<file path="src/rtl/uart_tx_arbiter.sv">
// Round-robin arbiter feeding bytes from N_REQ requesters into a single UART
// transmitter, with a per-frame watchdog on the transmitter's done pulse.
module uart_tx_arbiter #(
    parameter int unsigned N_REQ       = 4,
    parameter int unsigned DATA_W      = 8,
    parameter int unsigned TIMEOUT_CYC = 200_000
) (
    input  logic                       i_clk,
    input  logic                       i_rst,
    input  logic [N_REQ-1:0]           i_req_valid,
    input  logic [N_REQ*DATA_W-1:0]    i_req_data,
    output logic [N_REQ-1:0]           o_req_ready,
    output logic [DATA_W-1:0]          o_tx_data,
    output logic                       o_tx_enable,
    input  logic                       i_tx_done,
    output logic [$clog2(N_REQ)-1:0]   o_grant_id,
    output logic                       o_busy,
    output logic                       o_timeout
);

    localparam int unsigned GW       = $clog2(N_REQ);
    localparam int unsigned WD_W     = 32;
    localparam logic [WD_W-1:0] WD_LIMIT = WD_W'(TIMEOUT_CYC - 1);
    localparam logic [GW-1:0]   LAST_RST = GW'(N_REQ - 1);

    typedef enum logic [1:0] {
        S_IDLE,
        S_START,
        S_WAIT
    } state_t;

    state_t            state;
    logic [GW-1:0]     last_grant;
    logic [WD_W-1:0]   wdog;

    logic              win_found;
    logic [GW-1:0]     win_idx;
    logic [GW-1:0]     cand;
    logic [N_REQ-1:0]  win_onehot;
    logic [DATA_W-1:0] win_data;

    // Search starts just after the previous winner and checks it last.
    always_comb begin
        win_found = 1'b0;
        win_idx   = '0;
        cand      = '0;
        for (int unsigned i = 1; i <= N_REQ; i++) begin
            cand = GW'((32'(last_grant) + i) % N_REQ);
            if (!win_found && i_req_valid[cand]) begin
                win_found = 1'b1;
                win_idx   = cand;
            end
        end
    end

    // Decode the winner into a one-hot strobe and select its byte.
    always_comb begin
        win_onehot = '0;
        win_data   = '0;
        for (int unsigned k = 0; k < N_REQ; k++) begin
            if (win_found && (win_idx == GW'(k))) begin
                win_onehot[k] = 1'b1;
                win_data      = i_req_data[k*DATA_W +: DATA_W];
            end
        end
    end

    assign o_req_ready = ((state == S_IDLE) && !i_rst) ? win_onehot : '0;
    assign o_busy      = (state != S_IDLE);

    always_ff @(posedge i_clk) begin
        if (i_rst) begin
            state       <= S_IDLE;
            o_tx_enable <= 1'b0;
            o_tx_data   <= '0;
            o_grant_id  <= '0;
            o_timeout   <= 1'b0;
            wdog        <= '0;
            last_grant  <= LAST_RST;
        end else begin
            o_tx_enable <= 1'b0;
            o_timeout   <= 1'b0;
            case (state)
                S_IDLE: begin
                    if (win_found) begin
                        o_tx_data   <= win_data;
                        o_grant_id  <= win_idx;
                        last_grant  <= win_idx;
                        o_tx_enable <= 1'b1;
                        state       <= S_START;
                    end
                end
                S_START: begin
                    wdog  <= '0;
                    state <= S_WAIT;
                end
                S_WAIT: begin
                    // Done takes priority over a watchdog expiring on the same edge.
                    if (i_tx_done) begin
                        wdog  <= '0;
                        state <= S_IDLE;
                    end else if (wdog == WD_LIMIT) begin
                        wdog      <= '0;
                        o_timeout <= 1'b1;
                        state     <= S_IDLE;
                    end else begin
                        wdog <= wdog + WD_W'(1);
                    end
                end
                default: state <= S_IDLE;
            endcase
        end
    end

endmodule
</file>
<file path="config.mk">
export PLATFORM = sky130hd
export DESIGN_NAME = uart_tx_arbiter
export DESIGN_NICKNAME = d
export VERILOG_FILES = /design/src/rtl/uart_tx_arbiter.sv
export SDC_FILE = /design/constraint.sdc
export NUM_CORES = 1
export LEC_CHECK = 0
export ABC_CLOCK_PERIOD_IN_PS = 3400
export BUFFER_PORTS_ARGS = -buffer_cell sky130_fd_sc_hd__buf_2
export CAP_MARGIN = 20
export CORE_ASPECT_RATIO = 1.75
export CORE_UTILIZATION = 30
export CTS_BUF_LIST = sky130_fd_sc_hd__clkbuf_4
export DETAILED_ROUTE_END_ITERATION = 12
export PLACE_DENSITY = 0.47
export SYNTH_ARGS = -nofsm -noshare
export SYNTH_HDL_FRONTEND = slang
export SYNTH_SLANG_ARGS = --single-unit
</file>
<file path="constraint.sdc">
create_clock -name i_clk -period 3.4 [get_ports i_clk]
set_input_delay 0.68 -clock i_clk [delete_from_list [all_inputs] [get_ports i_clk]]
set_output_delay 0.68 -clock i_clk [all_outputs]
set_load 0.01 [all_outputs]
</file>
; ---- Word-level counts from Yosys, hierarchy flattened
; Index checks and enable logic that the tools add are counted.
[classes]
add_sub_neg = 5
order_cmp = 4
n_eq_ne = 8
muxes = 34
bitwise = 2
n_reduce_logical = 20
[op_table]
columns = op, count
row1 = 32-bit 2-to-1 mux, 2
row2 = 32-bit case mux with 2 select lines, 1
row3 = "32-bit by 1-bit adder with 32-bit output, second input constant", 1
row4 = "32-bit by 18-bit == test with 1-bit output, second input constant", 1
row5 = 8-bit 2-to-1 mux, 4
row6 = 1-bit 2-to-1 mux, 14
row7 = 2-bit 2-to-1 mux, 7
row8 = "2-bit by 3-bit < comparator with 1-bit output, second input constant", 4
row9 = 1-bit binary-select mux with 2-bit select, 4
row10 = 1-bit logical AND, 8
row11 = "2-bit == test, second input constant", 3
row12 = 2-bit case mux with 3 select lines, 1
row13 = "2-bit by 1-bit adder with 2-bit output, second input constant", 2
row14 = "2-bit adder, second input constant", 2
row15 = "2-bit by 1-bit == test with 1-bit output, second input constant", 2
row16 = 1-bit zero test, 4
row17 = 2-bit zero test, 2
row18 = 4-bit 2-to-1 mux, 1
row19 = 2-bit AND reduction, 2
row20 = 2-bit nonzero test, 2
row21 = "3-bit != test, second input constant", 1
row22 = 3-bit OR reduction, 1
row23 = "2-bit != test, second input constant", 1
row24 = 1-bit NOT, 2
row25 = 2-bit OR reduction, 1
[word_totals]
reg_bits = 48
wordCells = 80

; ---- Depth between registers and ports, before layout
; Gate-level depths: netlist of run 1.
[depth]
ltp_word = 19
ltp_mapped = 8

; ---- Worst setup path before layout of run 1
; Ideal clock, no wire load.
[synth_timing]
path_kind = input to output
startpoint = input port i_req_valid[1]
endpoint = output port o_req_ready[1]
t_arrival_ns = 1.648
required_time_ns = 2.720
path_slack_ns = 1.072
path_stages = 5
path_buffers = 1
path_cell_list = nor2b_1 -> a21oi_1 -> o221a_2 -> buf_2 -> nor3_1
[synth_between]
elab_chain_cells = 16
word_cells_on_any_way = 26
[synth_rtl]
columns = item, line_no
row1 = "start, declared", 10  ; input logic [N_REQ-1:0] i_req_valid,
row2 = 1-bit binary-select mux with 2-bit select, 49  ; if (!win_found && i_req_valid[cand]) begin
row3 = 1-bit 2-to-1 mux (implied by the code), 49
row4 = 1-bit 2-to-1 mux, 49
row5 = 1-bit zero test, 49
row6 = 1-bit logical AND, 49
row7 = 1-bit 2-to-1 mux, 49
row8 = 1-bit zero test, 49
row9 = 1-bit logical AND, 49
row10 = 1-bit 2-to-1 mux, 49
row11 = 1-bit zero test, 49
row12 = 1-bit logical AND, 49
row13 = 2-bit 2-to-1 mux, 49
row14 = 2-bit by 1-bit == test with 1-bit output, 61  ; if (win_found && (win_idx == GW'(k))) begin
row15 = 1-bit logical AND (*), 61
row16 = 1-bit 2-to-1 mux (*), 61
row17 = 4-bit 2-to-1 mux (*), 68  ; assign o_req_ready = ((state == S_IDLE) && !i_rst) ? win_onehot : '0;
row18 = "end, declared", 12  ; output logic [N_REQ-1:0] o_req_ready,
; Every way passes the cells marked *; elsewhere a longest branch is shown, timed or not. The select of a mux whose other input is x is not followed.

; ---- Worst setup path in the final report of run 1
[layout_timing]
startpoint = register state[0]
endpoint = output port o_req_ready[2]
[layout_between]
elab_chain_cells = 3
[layout_rtl]
columns = item, line_no
row1 = "start, declared", 32  ; state_t state;
row2 = "start signal, assigned", 73  ; state <= S_IDLE;
row3 = "start signal, assigned", 90  ; state <= S_START;
row4 = "start signal, assigned", 95  ; state <= S_WAIT;
row5 = 2-bit zero test, 68
row6 = 1-bit logical AND, 68
row7 = 4-bit 2-to-1 mux, 68
; No other way between the ends.

==> metrics.md, run 1 <==
| Metric | Value |
|---|---|
| Clock sinks | 48 |
| 1st-pass router iterations | 4 |
| Post-synth EDFFs | 0 |
| Slew Limit Fails | 0 |
| Hold_buf cts | 0 |
| CTS buffer count | 5 |
| RD Place Congestion | roughly 0.7 |
| Post-DP Area | 2872 um^2 |
| GRT overflow | 0 |
| Metal-1 WL | 2.280 mm |
| Top FF cell, synth | dfxtp_1 |
| Crit path largest cell delay | about 340 ps |
| Total core area | about 8300 um^2 |
| Period utilization | 0.8005 |
| Critical Path, Cell by Cell | inv_1, ha_1, inv_1, a21o_1, buf_4, nor2_1, and3_1, buf_2 |
| Max clock buf depth | 2 |
| Top cells by area, synth | dfxtp_1 (38%), mux2i_1 (8.3%), xor2_1 (8.3%) |
| RSZ-0062 raised after global routing | no |
| Finished Cell Area | around 3000 um^2 |
| VDD IR max | 0.0002219 V |
| Highest Signal Layer | met4 |
| Crit path top cell by count | inv_1 |
| Post-synth cell types | between 40 and 50 |
| Fillers | 890 |
| Tot GR Track Use | 0.1348 |
| Ys Warns | 0 |
| Cell type with the highest aggregate area in the netlist | dfxtp_1 |
| Max cap viols | 0 |
| WL/cell | between 10 and 15 um |
| Row cnt | 44 |
| Crit path DAT | just over 2000 ps |
| Initial Util | 0.3080 |
| Worst Path Max Fanout | 14 |
| Fraction of registers with async set/reset | 0 |
| First-pass GRT wire length | 9.397 mm |
| Die footprint | between 8000 and 9000 um^2 |
| Tot Pwr | 1286 uW |
| Met2 routed WL | 3.226 mm |
| Htree depth | 2 |
| Syn Area/Cell | 9.216 um^2 |
| Status | finished clean |
| Slew margin rel. | 0.5937 |
| Buf+Inv Stages, Crit Path | 4 |
| Syn Inst Count | 276 |
| Starting DRT DRC Count | 57 |
| CTS tree | built |
| Max Freq | roughly 0.37 GHz |
| Clock slew at reported path FFs | 140 ps |
| DR vias/cell | 5.099 |
| Least-Margin Pin Slew | 604.9 ps |
| DP Wirelength | about 4.4 mm |
| Synthesized area | 2544 um^2 |
| Crit-path slowest cell | dfxtp_1 |
| Register bit total from synthesis | 48 |
| Setup tns final | 0 ps |
| DR WL met3 | 203 um |
| DRC | 0 |
| Cell Pwr Density | between 400 and 500 nW/um^2 |
| Vias | 2,157 |
| Sequential share of the synthesized area | 0.3778 |
| CTS resizes | 0 |
| Largest net degree at the start of global routing | 33 |
| # nets final | between 300 and 400 |
| Initial antenna violation count | 1 |
| LEAKAGE | 0.001240 uW |
| Multi-input logic area | 1479 um^2 |
| Crit path kind | flip-flop to output pin |
| Area grow syn2layout | 16.13% |
| Post-CTS setup buffers | 0 |
| Chip height | 123.8 um |
| Routed Antenna Nets | 0 |
| Tmin final | 2722 ps |
| Worst skew pair latency | 370 ps |
| Crit. End Element | output pin |
| # IOs | 56 |
| Share of layout cells above drive strength 1 | 0.2606 |
| Clk_skew | 5.691 ps |
| Root buf cell | clkbuf_4 |
| Die W | 71.61 um |
| Worst Hold Class | flip-flop to flip-flop |
| Syn_nets | 320 |
| WL final | 5.813 mm |
| Yosys top cell area share | 0.3778 |
| Storage cell area | 960.9 um^2 |
| IO Port Bufs | 55 |
| Worst hold slack | 468.9 ps |
| Top Family by Delay on Critical Path | buffers and inverters |
| Vias in the first global route | 2,073 |
| Final setup viols | 0 |
| Worst setup SP type | flip-flop |
| Required time of the critical path | about 2700 ps |
| Final Hold Vio Count | 0 |
==> flip-flops by register name, indices dropped and copies added, names as in the netlist <==
| name | count |
|---|---|
| wdog | 32 |
| o_tx_data | 8 |
| last_grant | 2 |
| o_grant_id | 2 |
| state | 2 |
| o_timeout | 1 |
| o_tx_enable | 1 |
==> power by group <==
part           total, uW  switching, uW  internal (uW)
combinational        311            178            132
clock                347            194            153
sequential           628           25.4            603
total               1290            398            888
==> metal layers <==
layer	GRT usage	vias to the layer above
met1	0.1348	1021
met2	0.2653	44
met5	0	-
met3	0.02589	5
met4	0.05515	0
li1	-	1087
==> layout by cell type (no fill, tap or decap), drive strengths merged, types with 3 or more instances in the layout <==
cell type	Yosys	layout
nand2	15	15
nor2	46	46
nand3b	8	8
mux2i	21	21
xor2	24	24
xnor2	6	6
nand4	15	15
dfxtp	48	48
ha	5	5
nand3	15	15
nor4	5	5
and3	3	3
o221ai	8	8
clkbuf	4	5
nand2b	3	3
buf	8	58
nor3	7	7
inv	5	5
a21oi	7	7
==> logic make-up after synthesis <==
group                    count (synthesis)  share of synthesized area
multiplexers                            21                    0.08264
AND/OR/NAND/NOR                        131                     0.2976
flip-flops                              48                     0.3778
XOR/XNOR                                30                     0.1033
AO/OA/AOI/OAI                           24                    0.07330
buffers and inverters                   17                    0.04082
adder cells (fa/ha/maj)                  5                    0.02459
==> cells in the mapped netlist (2+ instances only) <==
| cell type | number |
|---|---|
| a21oi_1 | 6 |
| and3_1 | 3 |
| and3b_1 | 2 |
| and4_1 | 2 |
| buf_2 | 2 |
| buf_4 | 2 |
| buf_6 | 4 |
| clkbuf_1 | 4 |
| dfxtp_1 | 48 |
| ha_1 | 5 |
| inv_1 | 5 |
| mux2i_1 | 21 |
| nand2_1 | 15 |
| nand2b_1 | 3 |
| nand3_1 | 15 |
| nand3b_1 | 8 |
| nand4_1 | 14 |
| nand4b_1 | 2 |
| nor2_1 | 36 |
| nor2_2 | 10 |
| nor3_1 | 7 |
| nor4_1 | 2 |
| nor4_4 | 3 |
| o21ai_0 | 2 |
| o221ai_1 | 8 |
| o311ai_0 | 2 |
| or3_1 | 2 |
| xnor2_1 | 6 |
| xor2_1 | 24 |
==> stage by stage <==
stage | utilization | instances | setup WS (ps)
final | 0.3577 | 423 | 678.1
after global routing | 0.3577 | 423 | 542.8
after CTS | 0.3574 | 422 | 645.7
after detailed placement | 0.3477 | 414 | 977.5
after global placement | 0.3477 | 414 | 1016
after floorplan | - | 276 | 1072
==> final cells by class <==
class,instances,share of cell area
multi-input cells,211,0.5006
flip-flops and latches,48,0.3253
repair buffers,58,0.1008
clock inverters,3,0.01440
inverters,5,0.006353
well taps,92,0.03897
clock buffers,5,0.01271
diodes,1,0.0008471
==> worst paths after layout <==
path | end | slack, ps | start | depth (start not counted)
worst max-delay path | o_req_ready[2] | 680 | state[0] | 8
worst min-delay path | o_grant_id[0] | 470 | o_grant_id[0] | 2
worst max register to register | wdog[14] | 1090 | wdog[0] | 7
worst min register to register | o_grant_id[0] | 470 | o_grant_id[0] | 2
==> worst reg2reg max path, stage by stage (launching register included) <==
cell,delay [ps]
dfxtp_1,420
ha_1,230
nor4b_1,280
nand2_1,90
or4_4,550
a21oi_4,140
buf_4,370
nor2_1,120
No activity file was read; power rests on OpenSTA's default activity.
==> run 2: changes to the inputs <==
--- a/config.mk
+++ b/config.mk
@@ -5,7 +5,7 @@
 export SDC_FILE = /design/constraint.sdc
 export NUM_CORES = 1
 export LEC_CHECK = 0
-export ABC_CLOCK_PERIOD_IN_PS = 3400
+export ABC_CLOCK_PERIOD_IN_PS = 2800
 export BUFFER_PORTS_ARGS = -buffer_cell sky130_fd_sc_hd__buf_2
 export CAP_MARGIN = 20
 export CORE_ASPECT_RATIO = 1.75
==> constraint.sdc (replaced) <==
create_clock -name i_clk -period 2.8 [get_ports i_clk]
set_input_delay 0.56 -clock i_clk [delete_from_list [all_inputs] [get_ports i_clk]]
set_output_delay 0.56 -clock i_clk [all_outputs]
set_load 0.01 [all_outputs]
==> metrics.md, run 2 (synthesized netlist as in run 1, its figures left out) <==
| Metric | Value |
|---|---|
| Status | finished clean |
| 1st-pass router iterations | 4 |
| Clock slew at reported path FFs | 130 ps |
| Required time of the critical path | 2240 ps |
| Crit-path slowest cell | dfxtp_1 |
| Most common cell after layout, fill and taps aside | buf_2 |
| Max FFs per register | 32 |
| Least-Margin Pin Slew | 581.4 ps |
| Max Freq | 0.4121 GHz |
| Multi-input logic area | about 1500 um^2 |
| Tmin final | 2426 ps |
| Tot Pwr | 1458 uW |
| Post-CTS setup buffers | 0 |
| Htree depth | 2 |
| Max clock buf depth | 2 |
| Crit path kind | flip-flop to output pin |
| RSZ-0062 raised after global routing | no |
| Die W | 71.61 um |
| Top Family by Delay on Critical Path | simple AND/OR/NAND/NOR gates |
| DP Wirelength | 4.350 mm |
| Worst Path Max Fanout | 5 |
| # nets final | 373 |
| WL/cell | 13.55 um |
| Slew Limit Fails | 0 |
| RD Place Congestion | approximately 0.76 |
| Post-DP Area | 2872 um^2 |
| Area grow syn2layout | 14.90% |
| Chip height | 123.8 um |
| Share of layout cells above drive strength 1 | 0.2576 |
| DRC | 0 |
| Root buf cell | clkbuf_4 |
| Crit path DAT | 1870 ps |
| Crit path largest cell delay | 340 ps |
| Starting DRT DRC Count | 59 |
| Crit path top cell by count | inv_1 |
| Initial antenna violation count | 0 |
| Total core area | 8258 um^2 |
| Worst hold slack | around 470 ps |
| Final Hold Vio Count | 0 |
| Worst setup SP type | flip-flop |
| Vias in the first global route | 2,139 |
| Storage cell area | slightly below 1000 um^2 |
| Largest Register | wdog |
| WL final | 5.717 mm |
| Final setup viols | 0 |
| Slew margin rel. | 0.6095 |
| Crit. End Element | output pin |
| HP Start | o_grant_id[0] |
| Max cap viols | 0 |
| Row cnt | 44 |
| LEAKAGE | between 0.001 and 0.0015 uW |
| Cell Pwr Density | 499.0 nW/um^2 |
| Worst skew pair latency | ~380 ps |
| Period utilization | 0.8666 |
| CP Launch Point | state[1] |
| CTS tree | built |
| Largest net degree at the start of global routing | 33 |
| Buf+Inv Stages, Crit Path | 3 |
| Top Registers | wdog: 32 flops, o_tx_data: 8 flops |
| CTS buffer count | 5 |
| Critical Path, Cell by Cell | inv_1, ha_1, inv_1, a21o_1, nor2_1, and3_1, buf_2 |
| IO Port Bufs | 55 |
| Vias | around 2,100 |
| Die footprint | 8865 um^2 |
| Worst Hold Class | flip-flop to flip-flop |
| Hold_buf cts | 0 |
| CTS resizes | 0 |
| Clk_skew | 14.58 ps |
| Clock sinks | 48 |
| Initial Util | 0.3080 |
| Reg-to-Reg Start | wdog[0] |
| Finished Cell Area | 2923 um^2 |
| First-pass GRT wire length | 9.597 mm |
| Routed Antenna Nets | 0 |
| Antenna diodes | 0 |
| Most frequent cells in the layout | buf_2 (55), dfxtp_1 (48), nor2_1 (36) |
| GRT overflow | 0 |
| # IOs | 56 |
| VDD IR max | 0.0001591 V |
| Fillers | 882 |
| Setup tns final | 0 ps |
| Tot GR Track Use | 0.1399 |
| DR vias/cell | 5.021 |
## run 2: changes by cell type in the layout (fill, tap and decap cells not counted)
cell,delta
clkinv_1,+1
bufinv_16,-1
diode_2,-1
clkinv_2,+1
clkinvlp_4,-1
## run 2: layout make-up
class / instances / share of cell area
inverters: 5 / 0.006421
repair buffers: 58 / 0.1019
multi-input cells: 211 / 0.5060
flip-flops and latches: 48 / 0.3288
clock buffers: 5 / 0.01284
well taps: 92 / 0.03938
clock inverters: 3 / 0.004709
## run 2: metal layers
layer	up-vias	GRT usage	wire length [um]
met1	980	0.1248	2159
met5	-	0	0
met2	40	0.2895	3224
met4	0	0.05882	102
met3	5	0.03074	230
li1	1094	-	-
## run 2: power breakdown
part           total, uW  internal [uW]  switching [uW]
clock                320           92.7             227
combinational        376            161             215
sequential           762            732            30.6
## run 2: worst paths after layout
kind               endpoint  slack (ps)  cells past startpoint
min reg2reg   o_grant_id[0]         470                      2
min           o_grant_id[0]         470                      2
max reg2reg         wdog[4]         560                      7
max          o_req_ready[0]         370                      7
## run 2: stage by stage
stage / utilization / worst slack (ps) / cells
floorplan: - / 712.0 / 276
global placement: 0.3477 / 526.9 / 414
detailed placement: 0.3477 / 554.9 / 414
CTS: 0.3539 / 315.5 / 422
global route: 0.3539 / 190.1 / 422
finish: 0.3539 / 373.6 / 422
## run 2: worst register-to-register path, delay by kind of cell, from the launching register on
family,cells,cell delay (ps)
buffers and inverters,1,360
AO/OA/AOI/OAI,1,140
adder cells (fa/ha/maj),1,220
flip-flops,1,410
AND/OR/NAND/NOR,4,990
==> run 3: changes to the inputs <==
==> constraint.sdc (replaced) <==
create_clock -name i_clk -period 2.8 [get_ports i_clk]
set_input_delay 0.28 -clock i_clk [delete_from_list [all_inputs] [get_ports i_clk]]
set_output_delay 0.28 -clock i_clk [all_outputs]
set_load 0.01 [all_outputs]
==> metrics.md, run 3 (synthesized netlist as in run 1, its figures left out) <==
| Metric | Value |
|---|---|
| WL final | 5.885 mm |
| Worst skew pair latency | 380 ps |
| Least-Margin Pin Slew | 612.2 ps |
| GRT overflow | 0 |
| Reg-to-Reg Start | wdog[0] |
| Top Family by Delay on Critical Path | compound AO/OA/AOI/OAI gates |
| CP Launch Point | last_grant[1] |
| Worst setup SP type | flip-flop |
| Slew Limit Fails | 0 |
| Chip height | 123.8 um |
| # nets final | 373 |
| Tot GR Track Use | 0.1407 |
| Clk_skew | ~9.5 ps |
| Area grow syn2layout | 15.10% |
| Initial antenna violation count | 0 |
| Largest Register | wdog |
| Hold_buf cts | 0 |
| Worst Reg-to-Reg Cells | 7 |
| DR vias/cell | roughly 5.1 |
| Slew margin rel. | 0.5919 |
| Worst Path Max Fanout | 21 |
| Top Registers | wdog: 32 flops, o_tx_data: 8 flops |
| Post-DP Area | around 2900 um^2 |
| Final Hold Vio Count | 0 |
| First-pass GRT wire length | 9.680 mm |
| Max cap viols | 0 |
| Required time of the critical path | ~2500 ps |
| Total core area | 8258 um^2 |
| LEAKAGE | 0.001233 uW |
| Clock sinks | 48 |
| Tot Pwr | approximately 1500 uW |
| Crit. End Element | output pin |
| # IOs | 56 |
| Vias in the first global route | 2,089 |
| CTS buffer count | 5 |
| Die W | between 70 and 80 um |
| Tmin final | 2339 ps |
| WL/cell | 13.95 um |
| Critical Path, Cell by Cell | nand2_1, a21oi_1, o221a_2, and3_1, buf_2 |
| Crit path largest cell delay | about 610 ps |
| 1st-pass router iterations | 4 |
| Die footprint | 8865 um^2 |
| Worst Hold Class | primary input to flip-flop |
| Starting DRT DRC Count | 74 |
| Initial Util | 0.3080 |
| Post-CTS setup buffers | 0 |
| Vias | roughly 2,200 |
| Setup tns final | 0 ps |
| Most frequent cells in the layout | buf_2 (55), dfxtp_1 (48), nor2_1 (36) |
| Clock slew at reported path FFs | between 100 and 150 ps |
| Final setup viols | 0 |
| Routed Antenna Nets | 0 |
| RD Place Congestion | 0.7302 |
| Crit-path slowest cell | o221a_2 |
| Max clock buf depth | 2 |
| Crit path kind | flip-flop to output pin |
| HP Start | i_req_data[23] |
| DRC | 0 |
| Hold Path Stages | 3 |
| Period utilization | 0.8355 |
| Status | finished clean |
| Max FFs per register | 32 |
| CTS tree | built |
| Finished Cell Area | ~2900 um^2 |
| Row cnt | 44 |
| Cell Pwr Density | approximately 500 nW/um^2 |
| Crit path DAT | 2060 ps |
| Buf+Inv Stages, Crit Path | 1 |
| Max Freq | between 0.4 and 0.5 GHz |
| DP Wirelength | approximately 4.4 mm |
| CP Depth | 5 |
| VDD IR max | 0.0001973 V |
| Share of layout cells above drive strength 1 | 0.2576 |
| Htree depth | 2 |
| Root buf cell | clkbuf_4 |
| RSZ-0062 raised after global routing | no |
| Largest net degree at the start of global routing | 33 |
| CTS resizes | 0 |
| IO Port Bufs | 55 |
| Antenna diodes | 0 |
| Most common cell after layout, fill and taps aside | buf_2 |
-- run 3: stage by stage --
stage          worst slack, ps  cells    util  hold slack (ps)
2_1_floorplan            839.1    276       -            390.3
3_3_place_gp             513.5    414  0.3477            454.0
3_5_place_dp             476.9    414  0.3477            455.1
4_1_cts                  411.8    422  0.3545            187.7
5_1_grt                  292.8    422  0.3545            203.6
6_report                 460.7    422  0.3545            205.2
-- run 3: per-layer routing --
metal,share of wire,wire [um],global-route usage,vias up
met5,0,0,0,-
met4,0.022,129,0.06250,0
met3,0.040,237,0.02994,9
met2,0.56,3275,0.2724,45
met1,0.38,2243,0.1408,1011
li1,-,-,-,1088
-- run 3: layout make-up --
cell class / count / area (um^2)
timing repair buffer: 58 / 297.8
clock buffer: 7 / 52.55
sequential: 48 / 960.9
clock inverter: 1 / 3.754
inverter: 5 / 18.77
tap: 92 / 115.1
fill: 881 / 5330
multi-input combinational: 211 / 1479
-- run 3: worst paths after layout --
path | endpoint | slack, ps
max | o_req_ready[2] | 460
max reg2reg | wdog[24] | 490
min reg2reg | o_grant_id[0] | 470
min | o_tx_data[7] | 210
-- run 3: tightest hold or removal path: stages --
cell and delay [ps]:
buf_2 80, mux2i_1 60, o221ai_1 130
-- run 3: report_power, final --
group / total [uW] / internal [uW] / switching [uW] / leakage (uW)
clock: 336 / 116 / 220 / 0.0000338
sequential: 762 / 732 / 30.8 / 0.000390
combinational: 376 / 158 / 218 / 0.000810
